### config.mk
export PLATFORM = sky130hd
export DESIGN_NAME = ddr_burst_stream_writer
export DESIGN_NICKNAME = d
export VERILOG_FILES = /design/src/rtl/ddr_burst_stream_writer.sv
export SDC_FILE = /design/constraint.sdc
export NUM_CORES = 1
export LEC_CHECK = 0
export BUFFER_PORTS_ARGS = -buffer_cell sky130_fd_sc_hd__buf_2
export CAP_MARGIN = 20
export CORE_MARGIN = 2
export CORE_UTILIZATION = 50
export CTS_BUF_LIST = sky130_fd_sc_hd__clkbuf_8
export DETAILED_ROUTE_END_ITERATION = 16
export GPL_ROUTABILITY_DRIVEN = 0
export PLACE_DENSITY = 0.73
export RECOVER_POWER = 100
export SYNTH_ARGS = -nofsm -noshare
export SYNTH_HDL_FRONTEND = slang
export SYNTH_SLANG_ARGS = --single-unit
### constraint.sdc
create_clock -name ACLK -period 6.25 [get_ports ACLK]
set_input_delay 0.3125 -clock ACLK [delete_from_list [all_inputs] [get_ports ACLK]]
set_output_delay 0.3125 -clock ACLK [all_outputs]
set_load 0.02 [all_outputs]
### src/rtl/ddr_burst_stream_writer.sv
// -----------------------------------------------------------------------------
// ddr_burst_stream_writer
//
// Moves an AXI4-Stream of samples into DDR as fixed-length AXI4 INCR write
// bursts starting at a programmable base address. Supports one-shot and
// circular (ring-buffer) operation with a graceful stop that never truncates
// a burst. Only one burst is in flight at a time: the next AW is issued only
// after the B response of the current burst.
//
// Ports
//   ACLK, ARESETN          clock, asynchronous active-low reset
//   cfg_start / cfg_stop   one-cycle start pulse / stop request
//   cfg_base_addr          buffer base (byte address, burst aligned)
//   cfg_num_bursts         bursts per pass
//   cfg_circular           0 = one-shot, 1 = wrap to base forever
//   s_axis_*               sample stream in (passed straight through to W)
//   m_axi_aw* / w* / b*    AXI4 write channels towards the interconnect
//   sts_busy               transfer in progress
//   sts_done               level, held until the next accepted start
//   sts_error              sticky, cleared by the next accepted start
//   sts_bursts             bursts completed (B accepted) since start
//   sts_wraps              completed circular passes
// -----------------------------------------------------------------------------
module ddr_burst_stream_writer #(
  parameter int DATA_WIDTH = 64,
  parameter int ADDR_WIDTH = 32,
  parameter int BURST_LEN  = 16,
  parameter int CNT_WIDTH  = 32
) (
  input  logic                      ACLK,
  input  logic                      ARESETN,
  input  logic                      cfg_start,
  input  logic                      cfg_stop,
  input  logic [ADDR_WIDTH-1:0]     cfg_base_addr,
  input  logic [CNT_WIDTH-1:0]      cfg_num_bursts,
  input  logic                      cfg_circular,
  input  logic [DATA_WIDTH-1:0]     s_axis_tdata,
  input  logic                      s_axis_tvalid,
  output logic                      s_axis_tready,
  output logic [ADDR_WIDTH-1:0]     m_axi_awaddr,
  output logic [7:0]                m_axi_awlen,
  output logic [2:0]                m_axi_awsize,
  output logic [1:0]                m_axi_awburst,
  output logic                      m_axi_awvalid,
  input  logic                      m_axi_awready,
  output logic [DATA_WIDTH-1:0]     m_axi_wdata,
  output logic [DATA_WIDTH/8-1:0]   m_axi_wstrb,
  output logic                      m_axi_wlast,
  output logic                      m_axi_wvalid,
  input  logic                      m_axi_wready,
  input  logic [1:0]                m_axi_bresp,
  input  logic                      m_axi_bvalid,
  output logic                      m_axi_bready,
  output logic                      sts_busy,
  output logic                      sts_done,
  output logic                      sts_error,
  output logic [CNT_WIDTH-1:0]      sts_bursts,
  output logic [CNT_WIDTH-1:0]      sts_wraps
);

  localparam int STRB_WIDTH  = DATA_WIDTH / 8;
  localparam int BURST_BYTES = BURST_LEN * STRB_WIDTH;
  localparam logic [ADDR_WIDTH-1:0] BURST_BYTES_A = ADDR_WIDTH'(BURST_BYTES);
  localparam logic [7:0] LAST_BEAT = 8'(BURST_LEN - 1);

  // Elaboration-time parameter sanity checks.
  generate
    if (DATA_WIDTH != 32 && DATA_WIDTH != 64 && DATA_WIDTH != 128 && DATA_WIDTH != 256) begin : g_bad_dw
      $error("DATA_WIDTH must be 32, 64, 128 or 256");
    end
    if (BURST_LEN < 1 || BURST_LEN > 256) begin : g_bad_len
      $error("BURST_LEN must be in 1..256");
    end
    if (BURST_BYTES > 4096) begin : g_bad_4k
      $error("BURST_LEN*DATA_WIDTH/8 must not exceed 4096 bytes");
    end
  endgenerate

  typedef enum logic [2:0] {
    S_IDLE,
    S_ADDR,
    S_DATA,
    S_RESP,
    S_DONE
  } state_t;

  state_t                  state_q, state_d;
  logic [ADDR_WIDTH-1:0]   base_q;
  logic [ADDR_WIDTH-1:0]   addr_q;      // address of the burst being issued
  logic [CNT_WIDTH-1:0]    num_q;
  logic                    circ_q;
  logic [CNT_WIDTH-1:0]    idx_q;       // burst index within the current pass
  logic [7:0]              beat_q;
  logic                    stop_q;
  logic [CNT_WIDTH-1:0]    bursts_q;
  logic [CNT_WIDTH-1:0]    wraps_q;
  logic                    error_q;
  logic                    done_q;

  logic active;
  logic start_ok;
  logic misaligned;
  logic w_hs;
  logic b_hs;
  logic b_err;
  logic pass_end;
  logic stop_eff;

  assign active     = state_q inside {S_ADDR, S_DATA, S_RESP};
  assign start_ok   = (state_q == S_IDLE) && cfg_start;
  assign misaligned = (cfg_base_addr % BURST_BYTES_A) != '0;
  assign w_hs       = (state_q == S_DATA) && s_axis_tvalid && m_axi_wready;
  assign b_hs       = (state_q == S_RESP) && m_axi_bvalid;
  assign b_err      = m_axi_bresp != 2'b00;
  assign pass_end   = (idx_q + CNT_WIDTH'(1)) == num_q;
  // A stop arriving together with the B response still ends the run there.
  assign stop_eff   = stop_q || cfg_stop;

  // ---------------------------------------------------------------------------
  // FSM state register
  // ---------------------------------------------------------------------------
  // NOTE: sequential state uses non-blocking assignments so every register
  // samples pre-edge values regardless of process evaluation order.
  always_ff @(posedge ACLK or negedge ARESETN) begin
    if (!ARESETN) state_q <= S_IDLE;
    else          state_q <= state_d;
  end

  // ---------------------------------------------------------------------------
  // FSM next-state logic
  // ---------------------------------------------------------------------------
  // NOTE: every combinational output gets a default before the case so no
  // path leaves it unassigned, which would infer a latch.
  always_comb begin
    state_d = state_q;
    unique case (state_q)
      S_IDLE: begin
        if (cfg_start) begin
          state_d = (misaligned || cfg_num_bursts == '0) ? S_DONE : S_ADDR;
        end
      end
      S_ADDR: if (m_axi_awready) state_d = S_DATA;
      S_DATA: if (w_hs && beat_q == LAST_BEAT) state_d = S_RESP;
      S_RESP: begin
        if (m_axi_bvalid) begin
          if (b_err || stop_eff || (pass_end && !circ_q)) state_d = S_DONE;
          else                                             state_d = S_ADDR;
        end
      end
      S_DONE:  state_d = S_IDLE;
      default: state_d = S_IDLE;
    endcase
  end

  // ---------------------------------------------------------------------------
  // FSM outputs. W is a pure combinational pass-through of the stream so the
  // data path adds no latency; outside DATA the stream is held off.
  // ---------------------------------------------------------------------------
  always_comb begin
    m_axi_awvalid = 1'b0;
    m_axi_wvalid  = 1'b0;
    m_axi_wdata   = '0;
    m_axi_wlast   = 1'b0;
    s_axis_tready = 1'b0;
    m_axi_bready  = 1'b0;
    sts_busy      = 1'b0;
    unique case (state_q)
      S_ADDR: begin
        m_axi_awvalid = 1'b1;
        sts_busy      = 1'b1;
      end
      S_DATA: begin
        m_axi_wvalid  = s_axis_tvalid;
        m_axi_wdata   = s_axis_tdata;
        m_axi_wlast   = (beat_q == LAST_BEAT);
        s_axis_tready = m_axi_wready;
        sts_busy      = 1'b1;
      end
      S_RESP: begin
        m_axi_bready  = 1'b1;
        sts_busy      = 1'b1;
      end
      default: ;
    endcase
  end

  // ---------------------------------------------------------------------------
  // Datapath: configuration latch, address walk, counters and status.
  // ---------------------------------------------------------------------------
  always_ff @(posedge ACLK or negedge ARESETN) begin
    if (!ARESETN) begin
      base_q   <= '0;
      addr_q   <= '0;
      num_q    <= '0;
      circ_q   <= 1'b0;
      idx_q    <= '0;
      beat_q   <= '0;
      stop_q   <= 1'b0;
      bursts_q <= '0;
      wraps_q  <= '0;
      error_q  <= 1'b0;
      done_q   <= 1'b0;
    end else begin
      if (start_ok) begin
        base_q   <= cfg_base_addr;
        addr_q   <= cfg_base_addr;
        num_q    <= cfg_num_bursts;
        circ_q   <= cfg_circular;
        idx_q    <= '0;
        bursts_q <= '0;
        wraps_q  <= '0;
        stop_q   <= 1'b0;
        error_q  <= misaligned;
      end

      if (state_q == S_ADDR && m_axi_awready) beat_q <= '0;
      if (w_hs)                               beat_q <= beat_q + 8'd1;

      if (active && cfg_stop) stop_q <= 1'b1;

      if (b_hs) begin
        bursts_q <= bursts_q + CNT_WIDTH'(1);
        if (b_err) begin
          error_q <= 1'b1;
        end else if (pass_end) begin
          // End of a pass: rewind to base; count it only in circular mode.
          idx_q  <= '0;
          addr_q <= base_q;
          if (circ_q) wraps_q <= wraps_q + CNT_WIDTH'(1);
        end else begin
          idx_q  <= idx_q + CNT_WIDTH'(1);
          addr_q <= addr_q + BURST_BYTES_A;
        end
      end

      // done rises together with the DONE state and survives until restart.
      if (state_d == S_DONE) begin
        done_q <= 1'b1;
        stop_q <= 1'b0;
      end else if (start_ok) begin
        done_q <= 1'b0;
      end
    end
  end

  assign m_axi_awaddr  = addr_q;
  assign m_axi_awlen   = LAST_BEAT;
  assign m_axi_awsize  = 3'($clog2(STRB_WIDTH));
  assign m_axi_awburst = 2'b01;
  assign m_axi_wstrb   = '1;
  assign sts_done      = done_q;
  assign sts_error     = error_q;
  assign sts_bursts    = bursts_q;
  assign sts_wraps     = wraps_q;

endmodule

* Yosys cells after proc, flatten, opt, wreduce, memory -nomap -nowiden
Index checks and enable logic that the tools add are counted.
** Operators by class
- Add/subtract/negate cells :: 5
- $mul :: 0
- Div/mod/pow operators :: 0
- Magnitude comparators :: 0
- Equality and inequality tests :: 6
- Shifts and indexed selects :: 0
- Multiplexer cells :: 38
- Bitwise logic cells :: 0
- Reductions and logical operators :: 23
** Operators with widths (number)
- $mux 32 :: 15
- $add 32x1->32 const B :: 3
- $mux 64 :: 1
- $add 32x8->32 const B :: 1
- $eq 32x32->1 :: 1
- $logic_not 32->1 :: 1
- $reduce_bool 32->1 :: 1
- $mux 3 :: 6
- $mux 8 :: 2
- $mux 1 :: 13
- $pmux 3 s4 :: 1
- $add 8x1->8 const B :: 1
- $eq 8x4->1 const B :: 1
- $logic_and 1x1->1 :: 8
- $reduce_bool 2->1 :: 4
- $eq 3x2->1 const B :: 2
- $reduce_bool 3->1 :: 2
- $logic_or 1x1->1 :: 4
- $eq 3x1->1 const B :: 1
- $eq 3x3->1 const B :: 1
- $logic_not 3->1 :: 1
- $reduce_or 3->1 :: 1
- $logic_not 1->1 :: 1
** Storage, ports and cells
- Register bits after elaboration :: 207
- Bits in latches :: 0
- Memory bits (writable) :: 0
- ROM bits :: 0
- Input bits :: 139
- Logic and storage cells :: 84
- Memories kept :: 0

* Depth between registers and ports, before layout
- Word-level depth :: 9
- Gate-level depth with buffers :: 15
- Depth with buffers taken out :: 10

* Least setup slack after synthesis
No wires, ideal clock.
- Path type :: register -> register
- From :: register idx_q[0]
- To :: register wraps_q[27], in the netlist sts_wraps[27]
- Arrival :: 3.770 ns
- Required time :: 6.169 ns
- Setup slack :: 2.399 ns
- Cell stages (with the launch flop) :: 13
- Path buffers :: 2
- Clock period less this slack :: 3.851 ns
- Cells stage by stage :: dfrtp_1 > ha_1 > xnor2_1 > nand2_1 > a221o_1 > or4b_1 > or4_1 > or4_4 > or3_1 > buf_2 > buf_6 > nor4_2 > mux2i_1
** Between the ends
- Cells in the longest elaborated chain, start to end :: 5
** Ends and longest elaborated chain
- start, declared :: line 92 : logic [CNT_WIDTH-1:0] idx_q;
- start signal, assigned :: line 231 : idx_q <= idx_q + CNT_WIDTH'(1);
- $add 32x1->32 :: line 115 : assign pass_end = (idx_q + CNT_WIDTH'(1)) == num_q;
- $eq 32x32->1 :: line 115
- $mux 32 :: line 225 : end else if (pass_end) begin
- $mux 32 :: line 223 : if (b_err) begin
- $mux 32 :: line 221 : if (b_hs) begin
- end signal, assigned :: line 229 : if (circ_q) wraps_q <= wraps_q + CNT_WIDTH'(1);
- end, declared :: line 96 : logic [CNT_WIDTH-1:0] wraps_q;
Every way passes these cells.
A chain may end at the register's enable or synchronous reset.

* Worst setup path after layout
- From :: register idx_q[0]
- To :: register idx_q[23]
** Between the ends
- Cells in the longest elaborated chain, start to end :: 5
** Ends and longest elaborated chain (line)
- $add 32x1->32 (*) :: 115, 231
- $eq 32x32->1 :: 115
- $mux 32 (*) :: 225
- $mux 32 (*) :: 223
- $mux 32 (*) :: 221
Mark *: on every way between the ends. The rest lies on a longest branch, timed or not.

==> impl_metrics.csv <==
group,metric,value,unit
sta,clock_skew,0.0278,ns
yosys,synth_edf_count,0,
sta,slew_violations,399,
sta,hold_viol,0,
min_path,min_path_type,"in2reg",
yosys,synth.avg_cell_area,8.45,sq um
yosys,synth_area,12100,sq um
route,via_count,11700,
yosys,synthArstFlopShare,100,%
cells_and_area,final_core_util,60.8,%
clocking,htreeDepth,2,
critical_path,cp.required,6.65,ns
floorplan,core,24100,sq um
grt,track_usage,26.3,%
clocking,ctsRootBufferMaster,"clkbuf_8",
floorplan,die_area,25600,sq um
critical_path,cp_common_cell,"or4_1",
placement,dpl-instance-area,13800,sq um
critical_path,cp_max_fo,22,
sta,layout_setup_ws,1.08,ns
sta,fin_crit,5.17,ns
floorplan,rows,57,
route,drtIter0Drc,871,
cells_and_area,final_area,14700,sq um
critical_path,worstSetupPathType,"reg2reg",
clocking,cts_resized,0,
clocking,cts-buffers-inserted,37,
route,drc,0,
floorplan,initial_core_util,50.4,%
grt,grt_pass1_vias,10900,
cells_and_area,fin_nets,1890,
cells_and_area,area_growth,20.7,%
sta,max_freq,0.193,GHz
critical_path,arrival,5.57,ns
yosys,synth_top_flop_cell,"dfrtp_1",
sta,final-setup-viol-count,0,
power_and_ir_drop,powerDensity,224,nW/um^2
route,routed_wl,35.0,mm
critical_path,cp-start-kind,"flop",
yosys,synth.distinct_cells,68,
grt,antenna_found_initial,5,
run_status,status,"complete, but fails checks",
power_and_ir_drop,cellLeakagePower,6.66,nW
grt,grt_pass1_wl,55.9,mm
clocking,clk_pin_slew_worst_paths,0.06,ns
yosys,netlist_instances,1437,
yosys,ys_ff_latch,207,
floorplan,die_h,160,um
run_status,violations,"capacitance limit, slew limit",
grt,grt_overflow,0,
yosys,yosys_warnings,0,
power_and_ir_drop,power,3.28,mW
clocking,cts_tree,"yes",
placement,dp_cells,1986,
grt,grt_max_degree,141,
sta,tns,0,ns
sta,slew_headroom,-144,%
floorplan,pin_count,328,
cells_and_area,nFillCells,2247,
sta,rsz0062_at_grt,"false",
cells_and_area,instances_no_fill,2097,
clocking,clock_path_buffers,3,
placement,post-place-ws,1.55,ns
placement,io_buffers,306,
power_and_ir_drop,ir_drop,0.000173,V
route,viasPerCell,5.57,
placement,place_hpwl,23.7,mm
route,wire_per_inst,16.7,um
critical_path,crit_slowest_cell,"o21ai_1",
route,ant_nets,0,
yosys,yosysSeqAreaShare,42.6,%
job,cap_violations,6,
floorplan,die_x,160,um
critical_path,cp-end-kind,"flop",
route,dr.pass1.iters,5,
critical_path,critPathMaxStageDelay,1.34,ns
clocking,clkSinkCount,207,
critical_path,path_cells,"ha_1 > nand3_1 > or3_1 > nor3_1 > o2bb2ai_1 > or4_1 > or4_1 > o21ai_1 > o21ai_0 > a21o_1",
cells_and_area,drive_above_1_share,15.0,%
sta,whs,0.0296,ns
sta,tightest_slew,3.66,ns
clocking,clock_latency,0.54,ns
sta,finalCritPeriodShare,82.7,%
[cell type report]
class / instances / area [sq um] / share of cell area [%]
multi-input combinational: 1122 / 6400 / 43.7
sequential: 207 / 5180 / 35.3
timing repair buffer: 363 / 1880 / 12.9
clock buffer: 44 / 606 / 4.13
tap: 324 / 405 / 2.77
clock inverter: 18 / 115 / 0.785
inverter: 15 / 56.3 / 0.384
antenna: 4 / 10.0 / 0.0683
[registers in the layout (all words and copies together), names as in the netlist, 3 cells and up]
name / flops
sts_wraps: 32
idx_q: 32
m_axi_awaddr: 32
base_q: 32
sts_bursts: 32
state_q: 3
num_q: 32
beat_q: 8
[cells in the mapped netlist (8+ instances only)]
cell      number  share of area, %
or4_1         10              0.62
nor2_1        50               1.5
nor4_1        23               1.2
and3_1        36               1.9
inv_1         15              0.46
mux2i_1       32               2.6
o21ai_0       68               2.8
dfrtp_1      207                43
a21oi_1       22              0.91
buf_2         25               1.0
xnor2_1       35               2.5
o31ai_1       14              0.87
or3_1         18              0.93
o311a_1       19               1.6
xor2_1        32               2.3
and4_1         8              0.58
nand4_1       49               2.5
buf_1         10              0.31
and2_1        71               3.7
nor3_1        32               1.3
nand3_1      104               4.3
clkbuf_1      54               1.7
o211ai_1      16              0.99
buf_4         22               1.4
nand2_1      354                11
[cells in the final DEF, fill, tap and decap left out, types with 32 or more instances in the layout]
cell type      count
nand3_1          104
nand2_1          353
mux2i_1           32
nor2_1            50
xor2_1            32
and2_0            38
dfrtp_1          207
dlygate4sd3_1     45
and3_1            36
xnor2_1           35
buf_2            173
o21ai_0           67
nand4_1           49
and2_1            33
clkbuf_8          44
clkbuf_1         138
[power breakdown]
group,switching (mW),internal (mW)
Combinational,0.289,0.204
Clock,0.565,0.683
Sequential,0.103,1.44
Total,0.957,2.33
[critical path: cells and delay by family (launching register included)]
family	cells	cell delay, ns
fa+ha+maj	1	0.30
simple gates	5	2.35
flops	1	0.49
compound gates	4	1.92
[timing repair]
| item | in CTS | in global routing |
|---|---|---|
| hold buffers | 45 | 0 |
| setup endpoints to repair | 0 | 0 |
| setup buffers | 0 | 0 |
| endpoints found under the hold margin | 109 | 0 |
[path summary, 6_finish.rpt]
kind	start	to	slack, ns	cells after the start
min	cfg_num_bursts[0]	num_q[0]	0.03	3
min in group asynchronous	ARESETN	num_q[12]	1.58	2
min reg2reg	base_q[30]	base_q[30]	0.48	2
max	idx_q[0]	idx_q[23]	1.08	10
max reg2reg	idx_q[0]	idx_q[23]	1.08	10
max in group asynchronous	ARESETN	sts_wraps[24]	2.25	3
[per-layer routing]
metal | global-route usage, % | vias up | part of all wire [%]
met2 | 41.0 | 385 | 46
li1 | - | 5659 | -
met4 | 7.70 | 4 | 2.3
met5 | 0 | - | 0.060
met3 | 6.08 | 71 | 7.4
met1 | 36.9 | 5567 | 45
[cell families after synthesis]
group | count (synthesis) | synth area share (%)
flip-flops | 207 | 42.6
other | 2 | 0.0618
AND/OR/NAND/NOR | 795 | 32.8
buffers and inverters | 127 | 4.92
AO/OA/AOI/OAI | 200 | 11.4
XOR/XNOR | 67 | 4.83
adder cells (fa/ha/maj) | 5 | 0.515
multiplexers | 34 | 2.82
No activity file was read; power rests on OpenSTA's default activity.
